**src/rtl/dino_pkg.sv**
```systemverilog
// Shared types and constants for the 2x8 dino game.
package dino_pkg;

  localparam int unsigned ROW_W = 8;

  // Feedback taps for x^8+x^6+x^5+x^4+1 (state bits 7,5,4,3).
  localparam logic [ROW_W-1:0] LFSR_TAPS = 8'b1011_1000;

  typedef logic [ROW_W-1:0] row_t;

  typedef enum logic [1:0] {
    GROUNDED = 2'd0,
    AIRBORNE = 2'd1,
    OVER     = 2'd2
  } dino_state_t;

endpackage

```
**src/rtl/dino_game_lfsr.sv**
```systemverilog
// 8-bit Fibonacci LFSR shifting toward the MSB; advances once per enable.
import dino_pkg::*;

module dino_lfsr #(
  parameter logic [ROW_W-1:0] SEED = 8'hA5
) (
  input  logic clk,
  input  logic rst_n,
  input  logic en,
  output row_t state
);

  always_ff @(posedge clk or negedge rst_n) begin
    if (!rst_n) begin
      state <= SEED;
    end else if (en) begin
      state <= {state[ROW_W-2:0], ^(state & LFSR_TAPS)};
    end
  end

endmodule

```
**src/rtl/dino_game_top.sv**
```systemverilog
// Dino game core: tick divider, jump FSM, obstacle shifter and collision latch.
import dino_pkg::*;

module dino_game_top #(
  parameter int unsigned TICK_DIV   = 4,
  parameter int unsigned JUMP_TICKS = 3,
  parameter int unsigned DINO_COL   = 6,
  parameter int unsigned MIN_GAP    = 4,
  parameter logic [7:0]  LFSR_SEED  = 8'hA5
) (
  input  logic        clk,
  input  logic        reset,
  input  logic        jmp,
  output logic [15:0] grid_out,
  output logic        game_over
);

  localparam int unsigned TW = (TICK_DIV > 1) ? $clog2(TICK_DIV) : 1;
  localparam int unsigned JW = $clog2(JUMP_TICKS + 1);
  localparam int unsigned GW = $clog2(MIN_GAP + 1);
  localparam logic [TW-1:0] TICK_LAST = TW'(TICK_DIV - 1);
  localparam row_t DINO_BIT = row_t'(1) << DINO_COL;

  logic [1:0]    rst_sync;
  logic          rst_n;
  logic [TW-1:0] tick;
  logic [JW-1:0] jcnt, jcnt_nxt;
  logic [GW-1:0] gap;
  row_t          obst, obst_nxt, lfsr;
  dino_state_t   state;
  logic          jump_req, step, spawn, air_nxt, takeoff, hit;
  logic          lfsr_unused;

  // Assert asynchronously, release two clocks later.
  always_ff @(posedge clk or negedge reset) begin
    if (!reset) rst_sync <= '0;
    else        rst_sync <= {rst_sync[0], 1'b1};
  end
  assign rst_n = rst_sync[1];

  dino_lfsr #(.SEED(LFSR_SEED)) u_lfsr (
    .clk   (clk),
    .rst_n (rst_n),
    .en    (step),
    .state (lfsr)
  );
  assign lfsr_unused = ^lfsr[ROW_W-1:1];

  assign step     = (state != OVER) && (tick == TICK_LAST);
  assign spawn    = lfsr[0] && (gap >= GW'(MIN_GAP));
  assign obst_nxt = {obst[ROW_W-2:0], spawn};

  always_comb begin
    air_nxt  = 1'b0;
    jcnt_nxt = jcnt;
    takeoff  = 1'b0;
    if (state == AIRBORNE) begin
      jcnt_nxt = jcnt - JW'(1);
      air_nxt  = (jcnt_nxt != '0);
    end else if (jump_req) begin
      jcnt_nxt = JW'(JUMP_TICKS);
      air_nxt  = 1'b1;
      takeoff  = 1'b1;
    end
  end

  assign hit = !air_nxt && obst_nxt[DINO_COL];

  always_ff @(posedge clk or negedge rst_n) begin
    if (!rst_n) begin
      tick      <= '0;
      obst      <= '0;
      gap       <= GW'(MIN_GAP);
      state     <= GROUNDED;
      jcnt      <= '0;
      jump_req  <= 1'b0;
      game_over <= 1'b0;
      grid_out  <= {8'h00, DINO_BIT};
    end else if (state != OVER) begin
      tick <= (tick == TICK_LAST) ? '0 : tick + TW'(1);
      // A takeoff consumes the request; otherwise any grounded jmp arms it.
      if (step && takeoff)
        jump_req <= 1'b0;
      else if (state == GROUNDED && jmp)
        jump_req <= 1'b1;
      if (step) begin
        obst <= obst_nxt;
        jcnt <= jcnt_nxt;
        if (spawn)                    gap <= '0;
        else if (gap < GW'(MIN_GAP))  gap <= gap + GW'(1);
        if (hit) begin
          state     <= OVER;
          game_over <= 1'b1;
        end else begin
          state <= air_nxt ? AIRBORNE : GROUNDED;
        end
        grid_out <= {(air_nxt ? DINO_BIT : row_t'(0)),
                     obst_nxt | (air_nxt ? row_t'(0) : DINO_BIT)};
      end
    end
  end

endmodule

```
**config.mk**
```make
export PLATFORM = sky130hd
export DESIGN_NAME = dino_game_top
export DESIGN_NICKNAME = d
export VERILOG_FILES = /design/src/rtl/dino_pkg.sv /design/src/rtl/dino_game_lfsr.sv /design/src/rtl/dino_game_top.sv
export SDC_FILE = /design/constraint.sdc
export NUM_CORES = 1
export LEC_CHECK = 0
export BUFFER_PORTS_ARGS = -buffer_cell sky130_fd_sc_hd__buf_2
export CAP_MARGIN = 30
export CORE_MARGIN = 2
export CORE_UTILIZATION = 42
export DETAILED_ROUTE_END_ITERATION = 8
export SETUP_SLACK_MARGIN = 0.02
export SKIP_LAST_GASP = 1
export SLEW_MARGIN = 20
export SYNTH_ARGS = -nofsm -noshare
export SYNTH_HDL_FRONTEND = slang
export SYNTH_SLANG_ARGS = --single-unit
```
**constraint.sdc**
```tcl
create_clock -name clk -period 1.2 [get_ports clk]
set_input_delay 0.24 -clock clk [delete_from_list [all_inputs] [get_ports clk]]
set_output_delay 0.24 -clock clk [all_outputs]
set_load 0.01 [all_outputs]
```
# Word-level counts from Yosys, hierarchy flattened
# Index checks and enable logic that the tools add are counted.
# word_totals
reg_bits	44
inputBits	3
out_inout_bits	17
word_cells	50
# op_classes
add_sub_neg	3
magnitude_cmp	2
n_eq_ne	3
n_mux	14
bitwise_logic	1
reduce_logical	17
# op_table
op	count
two-way mux 7 bit	2
AND reduction 3 bit	3
two-way mux 2 bit	4
bitwise OR 8 x 7 -> 8 bit	1
nonzero test 2 bit	4
parity 8 bit	1
two-way mux 1 bit	6
two-way mux 3 bit	2
logical AND 1 bit	5
AND reduction 2 bit	2
adder 3 x 1 -> 3 bit, second input constant	1
>= comparator 3 bit, second input constant	1
< comparator 3 bit, second input constant	1
adder 2 x 1 -> 2 bit, second input constant	1
equality test 2 x 1 -> 1 bit, second input constant	1
equality test 2 bit, second input constant	1
logical NOT 2 bit	1
!= test 2 bit, second input constant	1
subtractor 2 x 1 -> 2 bit, second input constant	1
logical NOT 1 bit	1

# Depth between registers and ports, before layout
# Gate-level depths: netlist of the first run.
# depth
word_depth	6
ltp_mapped	5
ltp_nobuf	4

# Modules after synthesis
# From an unflattened synthesis of the first run, not the netlist that was laid out.
# unflattened
cells_unflattened	118
area_unflattened_um2	1480.2
# by_module_without_submodules
mod	n_inst	cells_each	area_per_inst_um2	seq_area_each_um2
dino_game_top	1	97	1156.1	578.1
dino_lfsr	1	21	324.1	205.2

# Least setup slack after synthesis of the first run
# Ideal clock, no wire load.
# synth_timing
path_type	register to register
from	reg tick[0]
to	reg obst[2]
setup_time_ns	0.125
arrival_ns	1.315
t_required_ns	1.075
slack_ns	-0.240
path_stages_with_launch	6
path_buffers	1
synth_period_minus_slack_ns	1.440
cell_sequence	dfrtp_1 > ha_1 > inv_2 > a21oi_4 > buf_8 > mux2_4
# synth_via
elab_chain_cells	3
# synth_lines
item	line	text
from (decl)	dino_game_top.sv:26	logic [TW-1:0] tick;
from (signal assigned)	dino_game_top.sv:80	tick <= (tick == TICK_LAST) ? '0 : tick + TW'(1);
equality test 2 bit	dino_game_top.sv:49	assign step = (state != OVER) && (tick == TICK_LAST);
logical AND 1 bit	dino_game_top.sv:49	
AND reduction 2 bit (no source line)	--	
to (signal assigned)	dino_game_top.sv:87	obst <= obst_nxt;
to (decl)	dino_game_top.sv:29	row_t obst, obst_nxt, lfsr;
# Every way passes these cells.
# A chain may end at the register's enable or synchronous reset.

# Worst setup path in the final report of the first run
# layout_timing
from	reg tick[1]
to	reg u_lfsr.state[3]
# layout_via
elab_chain_cells	2
# layout_lines
item	line	text
equality test 2 bit	dino_game_top.sv:49	
logical AND 1 bit	dino_game_top.sv:49	
to (signal assigned)	dino_game_lfsr.sv:17	state <= {state[ROW_W-2:0], ^(state & LFSR_TAPS)};
to (decl)	dino_game_lfsr.sv:10	output row_t state
# Every way passes these cells.

==> impl_metrics.csv, run 1 <==
group,metric,value,unit
clock_tree,clock_tree_root,"sky130_fd_sc_hd__clkbuf_8",
placed_design,placement.io_buffers,12,
setup_path,ff2ff_path_depth,5,
final_layout,final_cells,199,
die,top_level_ports,20,
setup_path,timing.critical_path.from_type,"flip-flop",
sta,final_cycle_share,1.11,
placed_design,place_hpwl,1900,um
power,power.ir.vdd_worst,0.705,mV
setup_path,rr_endpoint,"u_lfsr.state[3]",
power,power.total,2.69,mW
final_layout,antenna_cells,0,
grt,gr-usage-all-layers,0.155,
placed_design,final_replace_weighted_congestion,0.797,
sta,grt_setup_unrepaired,"true",
synth,synth_flop_cell,"sky130_fd_sc_hd__dfrtp_1",
final_layout,flow.area_growth_from_synthesis,24.3,%
setup_path,cp_slowest_cell,"sky130_fd_sc_hd__dfrtp_1",
status,failed_checks,"negative setup slack",
synth,synthesis.area_per_instance,13.3,um2
grt,grt_overflow_total,0,
power,leakage_power_of_the_design,0.947,nW
grt,antenna_violations_before_repair,0,
sta,post-route-min-period,1330,ps
synth,yosysUniqueCellTypes,38,
grt,grt_pass1_wl,4770,um
worst_hold_path,timing.hold.worst.class,"reg2async",
routing,via_per_inst,4.68,
die,die_area,4180,um2
die,dieHeight,64.7,um
placed_design,dpl-instance-area,1700,um2
synth,synth_cells,116,
synth,synth_edf_count,0,
job,cap_violations,0,
synth,synth-async-reset-ratio,1.00,
routing,detail_route.iter0.violations,47,
setup_path,worst-r2r-setup-slack,-130,ps
clock_tree,insertion_delay,280,ps
routing,dr_total_vias,931,
die,floorplan.initialDensity,0.429,
setup_path,worst_setup_path_startpoint,"tick[1]",
setup_path,slowest_delay,390,ps
clock_tree,max-clock-path-buffers,2,
sta,setup_violations,21,
final_layout,post_route_cells_drive_above_1_share,0.556,
sta,hold_violations_final,0,
power,power_dens_cells,1400,nW/um2
placed_design,post-place-cells,184,
clock_tree,htreeDepth,2,
grt,grt_pass1_vias,1008,
clock_tree,numClockSinks,31,
synth,sequential_to_total_area_share_from_yosys_stat,0.506,
clock_tree,cts.clk_slew.worst_paths,70,ps
routing,drc_errors,0,
final_layout,final_cell_area,1920,um2
clock_tree,cts_tree,"built",
sta,setup_skew,7.61,ps
sta,max_freq,0.750,GHz
setup_path,r2r_start,"tick[1]",
synth,postSynthRegisterBits,31,
setup_path,critPathCapture,"u_lfsr.state[3]",
setup_path,worst-setup-path-type,"reg2reg",
setup_path,crit_path_max_fanout,5,
synth,synthesis.area,1550,um2
sta,worst_case_setup_margin_in_the_final_layout,-134,ps
routing,drt_pass1_iterations,4,
routing,wl_per_cell,14.1,um
setup_path,worstPathRequired,1370,ps
sta,timing.hold.ws,242,ps
setup_path,path_cells,"ha_4 -> inv_4 -> a21oi_4 -> buf_6 -> mux2_4",
setup_path,worstPathArrival,1500,ps
die,row_count,22,
grt,grt_max_degree,30,
sta,finalMaxSlewViolations,0,
die,fp.coreArea,3610,um2
routing,routed_wl,2800,um
clock_tree,tritoncts.num_buffers,5,
placed_design,post-place-ws,-171,ps
setup_path,endpoint_kind,"flip-flop",
final_layout,layout.nets,156,
status,result_of_the_run,"finished with violations",
routing,detail-route-antenna-nets,0,
die,die_width,64.7,um
synth,yosys_warnings,0,
power breakdown:
group | internal [mW] | switching, mW | leakage, nW
registers | 1.15 | 0.0715 | 0.391
clock network | 0.523 | 0.366 | 0.0515
logic | 0.310 | 0.277 | 0.505
metal layers:
metal,GRT usage,wire length (um),part of all wire,vias up
li1,-,-,-,442
met1,0.179,1170,0.42,467
met2,0.255,1480,0.53,14
met3,0.0503,77,0.028,8
met4,0.0851,69,0.025,0
met5,0,0,0,-
area by class of cell:
cell class,instances,area [um2]
Clock buffer,8,100
Fill cell,305,1680
Inverter,4,17.5
Multi-Input combinational cell,69,677
Sequential cell,31,785
Tap cell,48,60.1
Timing Repair Buffer,39,283
cells by family after synthesis:
family | count (synthesis) | synth area share
other | 2 | 0.00486
muxes | 17 | 0.155
DFF | 31 | 0.506
buffers and inverters | 22 | 0.109
xor gates and xnor gates | 4 | 0.0227
adders and majority gates | 3 | 0.0243
and+or+nand+nor | 16 | 0.0785
AOI/OAI and AO/OA | 21 | 0.0987
cell usage after synthesis (3+ instances only):
cell | n | area, um2
sky130_fd_sc_hd__dfrtp_1 | 25 | 626
sky130_fd_sc_hd__buf_4 | 14 | 105
sky130_fd_sc_hd__mux2_4 | 13 | 195
sky130_fd_sc_hd__dfstp_2 | 6 | 158
sky130_fd_sc_hd__mux2_2 | 4 | 45.0
sky130_fd_sc_hd__a21oi_1 | 3 | 15.0
sky130_fd_sc_hd__buf_6 | 3 | 33.8
sky130_fd_sc_hd__ha_1 | 3 | 37.5
sky130_fd_sc_hd__inv_1 | 3 | 11.3
sky130_fd_sc_hd__nor2_1 | 3 | 11.3
sky130_fd_sc_hd__o21ai_0 | 3 | 15.0
sky130_fd_sc_hd__xnor2_1 | 3 | 26.3
worst max-delay path, delay by kind of cell, from the launching register on:
family          cells  cell delay (ps)
flops               1              390
mux                 1              290
fa+ha+maj           1              180
buf+inv             2              190
compound gates      1              180
state kept, by name, summed over array words and instances (netlist names):
register and flops:
game_over 1, gap 3, grid_out 3, jcnt 2, jump_req 1, obst 7
rst_sync 2, state 2, tick 2, u_lfsr.state 8
repair_timing:
item / 4_1_cts / 5_1_grt
resized for setup: 9 / 8
endpoints found under the setup margin: 25 / 28
buffers inserted: 1 / 5
endpoints found under the hold margin: 2 / 0
pin swaps: 1 / 0
hold buffers: 1 / 0
worst min-delay path by stage:
| stage | cells after the start | to | slack (ps) | start |
|---|---|---|---|---|
| 2_1_floorplan | 0 | rst_sync[0] | -60 | reset |
| 3_3_place_gp | 1 | rst_sync[1] | 20 | reset |
| 3_5_place_dp | 1 | rst_sync[0] | 30 | reset |
| 4_1_cts | 1 | obst[2] | 260 | rst_sync[1] |
| 5_1_grt | 2 | rst_sync[0] | 270 | reset |
| 6_report | 1 | obst[2] | 240 | rst_sync[1] |
stage by stage:
stage | setup TNS (ps) | utilization
floorplan | -978 | -
global placement | -1290 | 0.472
detailed placement | -1980 | 0.472
CTS | -1850 | 0.516
global route | -3350 | 0.533
finish | -1830 | 0.533
layout by cell type (no fill, tap or decap), types with 2 or more instances in the layout:
master and n:
sky130_fd_sc_hd__xnor2_1 3, sky130_fd_sc_hd__clkbuf_8 7, sky130_fd_sc_hd__dfrtp_1 24, sky130_fd_sc_hd__buf_6 4, sky130_fd_sc_hd__dfstp_2 6, sky130_fd_sc_hd__nand2b_1 2
sky130_fd_sc_hd__nor2_1 3, sky130_fd_sc_hd__buf_4 23, sky130_fd_sc_hd__conb_1 8, sky130_fd_sc_hd__a21oi_1 3, sky130_fd_sc_hd__buf_2 11, sky130_fd_sc_hd__o2bb2ai_1 2
sky130_fd_sc_hd__o21ai_1 3, sky130_fd_sc_hd__nand2_2 2, sky130_fd_sc_hd__inv_1 3, sky130_fd_sc_hd__mux2_4 16, sky130_fd_sc_hd__a31oi_1 2
(Power assumes the default switching activity.)
==> run 2, diff against run 1 <==
clock period = 1.65 ns   (was 1.2 ns; I/O delays follow)
==> run 2 against run 1 <==
The flow now finishes without violations; count of clock-buffer cells in the layout fell by 1; fmax fell by 8.0%; routed wire length fell by 20%; total power fell by 34%; via count fell by 11%; final area fell by 12%; hold slack got worse by 28 ps; sequential power fell by 26%; sequential cell count did not move; clock power fell by 27%; register-to-register slack improved by 330 ps; critical path type unchanged; critical endpoint unchanged.
==> impl_metrics.csv, run 2 (synthesized netlist as in run 1, its figures left out) <==
group,metric,value,unit
status,result_of_the_run,"finished, final reports clean",
setup_path,cp_delay_by_family_top,"flip-flops",
sta,setup_violations,0,
routing,dr_total_vias,826,
setup_path,endpoint_kind,"flip-flop",
power,power.share.switching,0.254,
routing,via_per_inst,4.64,
die,die_width,64.7,um
power,comb_power_share,0.133,
routing,routed_wl,2240,um
grt,groute.layer.met2.usage,0.178,
grt,grt_pass1_vias,847,
sta,final_cycle_share,0.879,
final_layout,fillCellCount,334,
final_layout,largest_reg_flops,8,
setup_path,rr_endpoint,"u_lfsr.state[3]",
die,die_area,4180,um2
sta,worst_case_setup_margin_in_the_final_layout,200,ps
routing,wl_per_cell,12.6,um
sta,setup_skew,5.92,ps
setup_path,worstPathArrival,1620,ps
setup_path,cp_slowest_cell,"sky130_fd_sc_hd__dfrtp_1",
sta,hold_violations_final,0,
power,power_dens_cells,1060,nW/um2
clock_tree,cts_tree,"built",
final_layout,top_regs,"u_lfsr.state x8, obst x7",
grt,groute.layer.met1.usage,0.168,
routing,drt_pass1_iterations,3,
placed_design,post-place-ws,202,ps
grt,grt-busiest-layer,"met2",
power,power.share.sequential,0.505,
power,total_switching_power,0.453,mW
power,leakage_power_of_the_design,0.824,nW
sta,setup_total_negative_slack,0,ps
placed_design,placement.io_buffers,12,
setup_path,ff2ff_path_depth,4,
setup_path,worst-setup-path-type,"reg2reg",
placed_design,place_hpwl,1620,um
placed_design,final_replace_weighted_congestion,0.768,
sta,finalMaxSlewViolations,0,
sta,max_freq,0.690,GHz
clock_tree,numClockSinks,31,
setup_path,critical_path_buf_inv_count,2,
setup_path,timing.critical_path.from_type,"flip-flop",
final_layout,antenna_cells,0,
sta,post-route-min-period,1450,ps
grt,antenna_violations_before_repair,0,
final_layout,post_route_cells_drive_above_1_share,0.415,
die,fp.coreArea,3610,um2
setup_path,worst-r2r-setup-slack,200,ps
clock_tree,htreeDepth,2,
setup_path,path_cells,"inv_1 -> a21oi_4 -> buf_4 -> mux2_4",
grt,grt_max_degree,16,
die,dieHeight,64.7,um
setup_path,worstPathRequired,1820,ps
grt,grt_pass1_wl,3910,um
final_layout,commonest_cells_after_routing_fill_and_taps_aside,"sky130_fd_sc_hd__dfrtp_1, sky130_fd_sc_hd__mux2_4, sky130_fd_sc_hd__buf_2, sky130_fd_sc_hd__conb_1, sky130_fd_sc_hd__clkbuf_8",
clock_tree,clock_tree_root,"sky130_fd_sc_hd__clkbuf_8",
worst_hold_path,timing.hold.worst.class,"reg2async",
clock_tree,cts.clk_slew.worst_paths,60,ps
power,p_int,1.33,mW
final_layout,sequential_cell_area,783,um2
job,cap_violations,0,
power,power.ir.vdd_worst,0.616,mV
final_layout,layout.nets,135,
die,floorplan.initialDensity,0.429,
clock_tree,insertion_delay,280,ps
grt,gr-usage-all-layers,0.129,
setup_path,slowest_delay,490,ps
clock_tree,post_cts.resized_instances,0,
grt,grt_util_met3,0.0417,
sta,grt_setup_unrepaired,"false",
clock_tree,tritoncts.num_buffers,5,
clock_tree,post_cts_buffers,0,
final_layout,flow.area_growth_from_synthesis,9.06,%
setup_path,crit_path_max_fanout,9,
power,power_frac_clock,0.363,
final_layout,multiInputGateArea,617,um2
final_layout,largest-register,"u_lfsr.state",
final_layout,final_util,0.468,
routing,drc_errors,0,
grt,grt_overflow_total,0,
die,row_count,22,
final_layout,layout.cells.most_common,"sky130_fd_sc_hd__dfrtp_1",
setup_path,r2r_start,"state[0]",
clock_tree,cts-hold-fix-buffers,1,
routing,detail_route.iter0.violations,51,
clock_tree,max-clock-path-buffers,2,
die,top_level_ports,20,
routing,detail-route-antenna-nets,0,
## run 2: metrics by stage
| stage | cells | area, um2 | hold slack, ps | power, mW |
|---|---|---|---|---|
| finish | 178 | 1690 | 214 | 1.78 |
| floorplan | 122 | 1570 | 34.4 | 1.11 |
| CTS | 178 | 1690 | 222 | 1.82 |
| global route | 178 | 1690 | 275 | 1.89 |
| detailed placement | 169 | 1570 | 119 | 1.15 |
| global placement | 169 | 1570 | 115 | 1.15 |
## run 2: routing by layer
metal / wire (um) / vias up
met5: 0 / -
met4: 78 / 0
met3: 81 / 7
met2: 1010 / 12
met1: 1070 / 407
li1: - / 400
## run 2: worst max path at each step
stage / from / to / cells past startpoint
3_5_place_dp: state[1] / u_lfsr.state[3] / 3
5_1_grt: state[0] / u_lfsr.state[3] / 4
6_report: state[0] / u_lfsr.state[3] / 4
4_1_cts: state[0] / u_lfsr.state[3] / 4
2_1_floorplan: tick[0] / obst[2] / 5
3_3_place_gp: state[1] / u_lfsr.state[3] / 3
## run 2: worst reg2reg max path, cell delays in order (launching register included)
cell,delay [ps]
sky130_fd_sc_hd__dfrtp_1,490
sky130_fd_sc_hd__inv_1,130
sky130_fd_sc_hd__a21oi_4,230
sky130_fd_sc_hd__buf_4,190
sky130_fd_sc_hd__mux2_4,290
## run 2: layout make-up
class                           instances  area share
Inverter                                4     0.00890
Clock inverter                          1     0.00445
Timing Repair Buffer                   18      0.0638
Multi-Input combinational cell         69       0.366
Tap cell                               48      0.0356
Sequential cell                        31       0.464
Clock buffer                            7      0.0571
## run 2: power by group through the flow
stage	Clock, mW	Combinational (mW)	Sequential, mW
6_report	0.647	0.236	0.900
5_1_grt	0.709	0.266	0.912
4_1_cts	0.677	0.240	0.899
3_5_place_dp	0	0.238	0.912
3_3_place_gp	0	0.236	0.912
2_1_floorplan	0	0.209	0.905
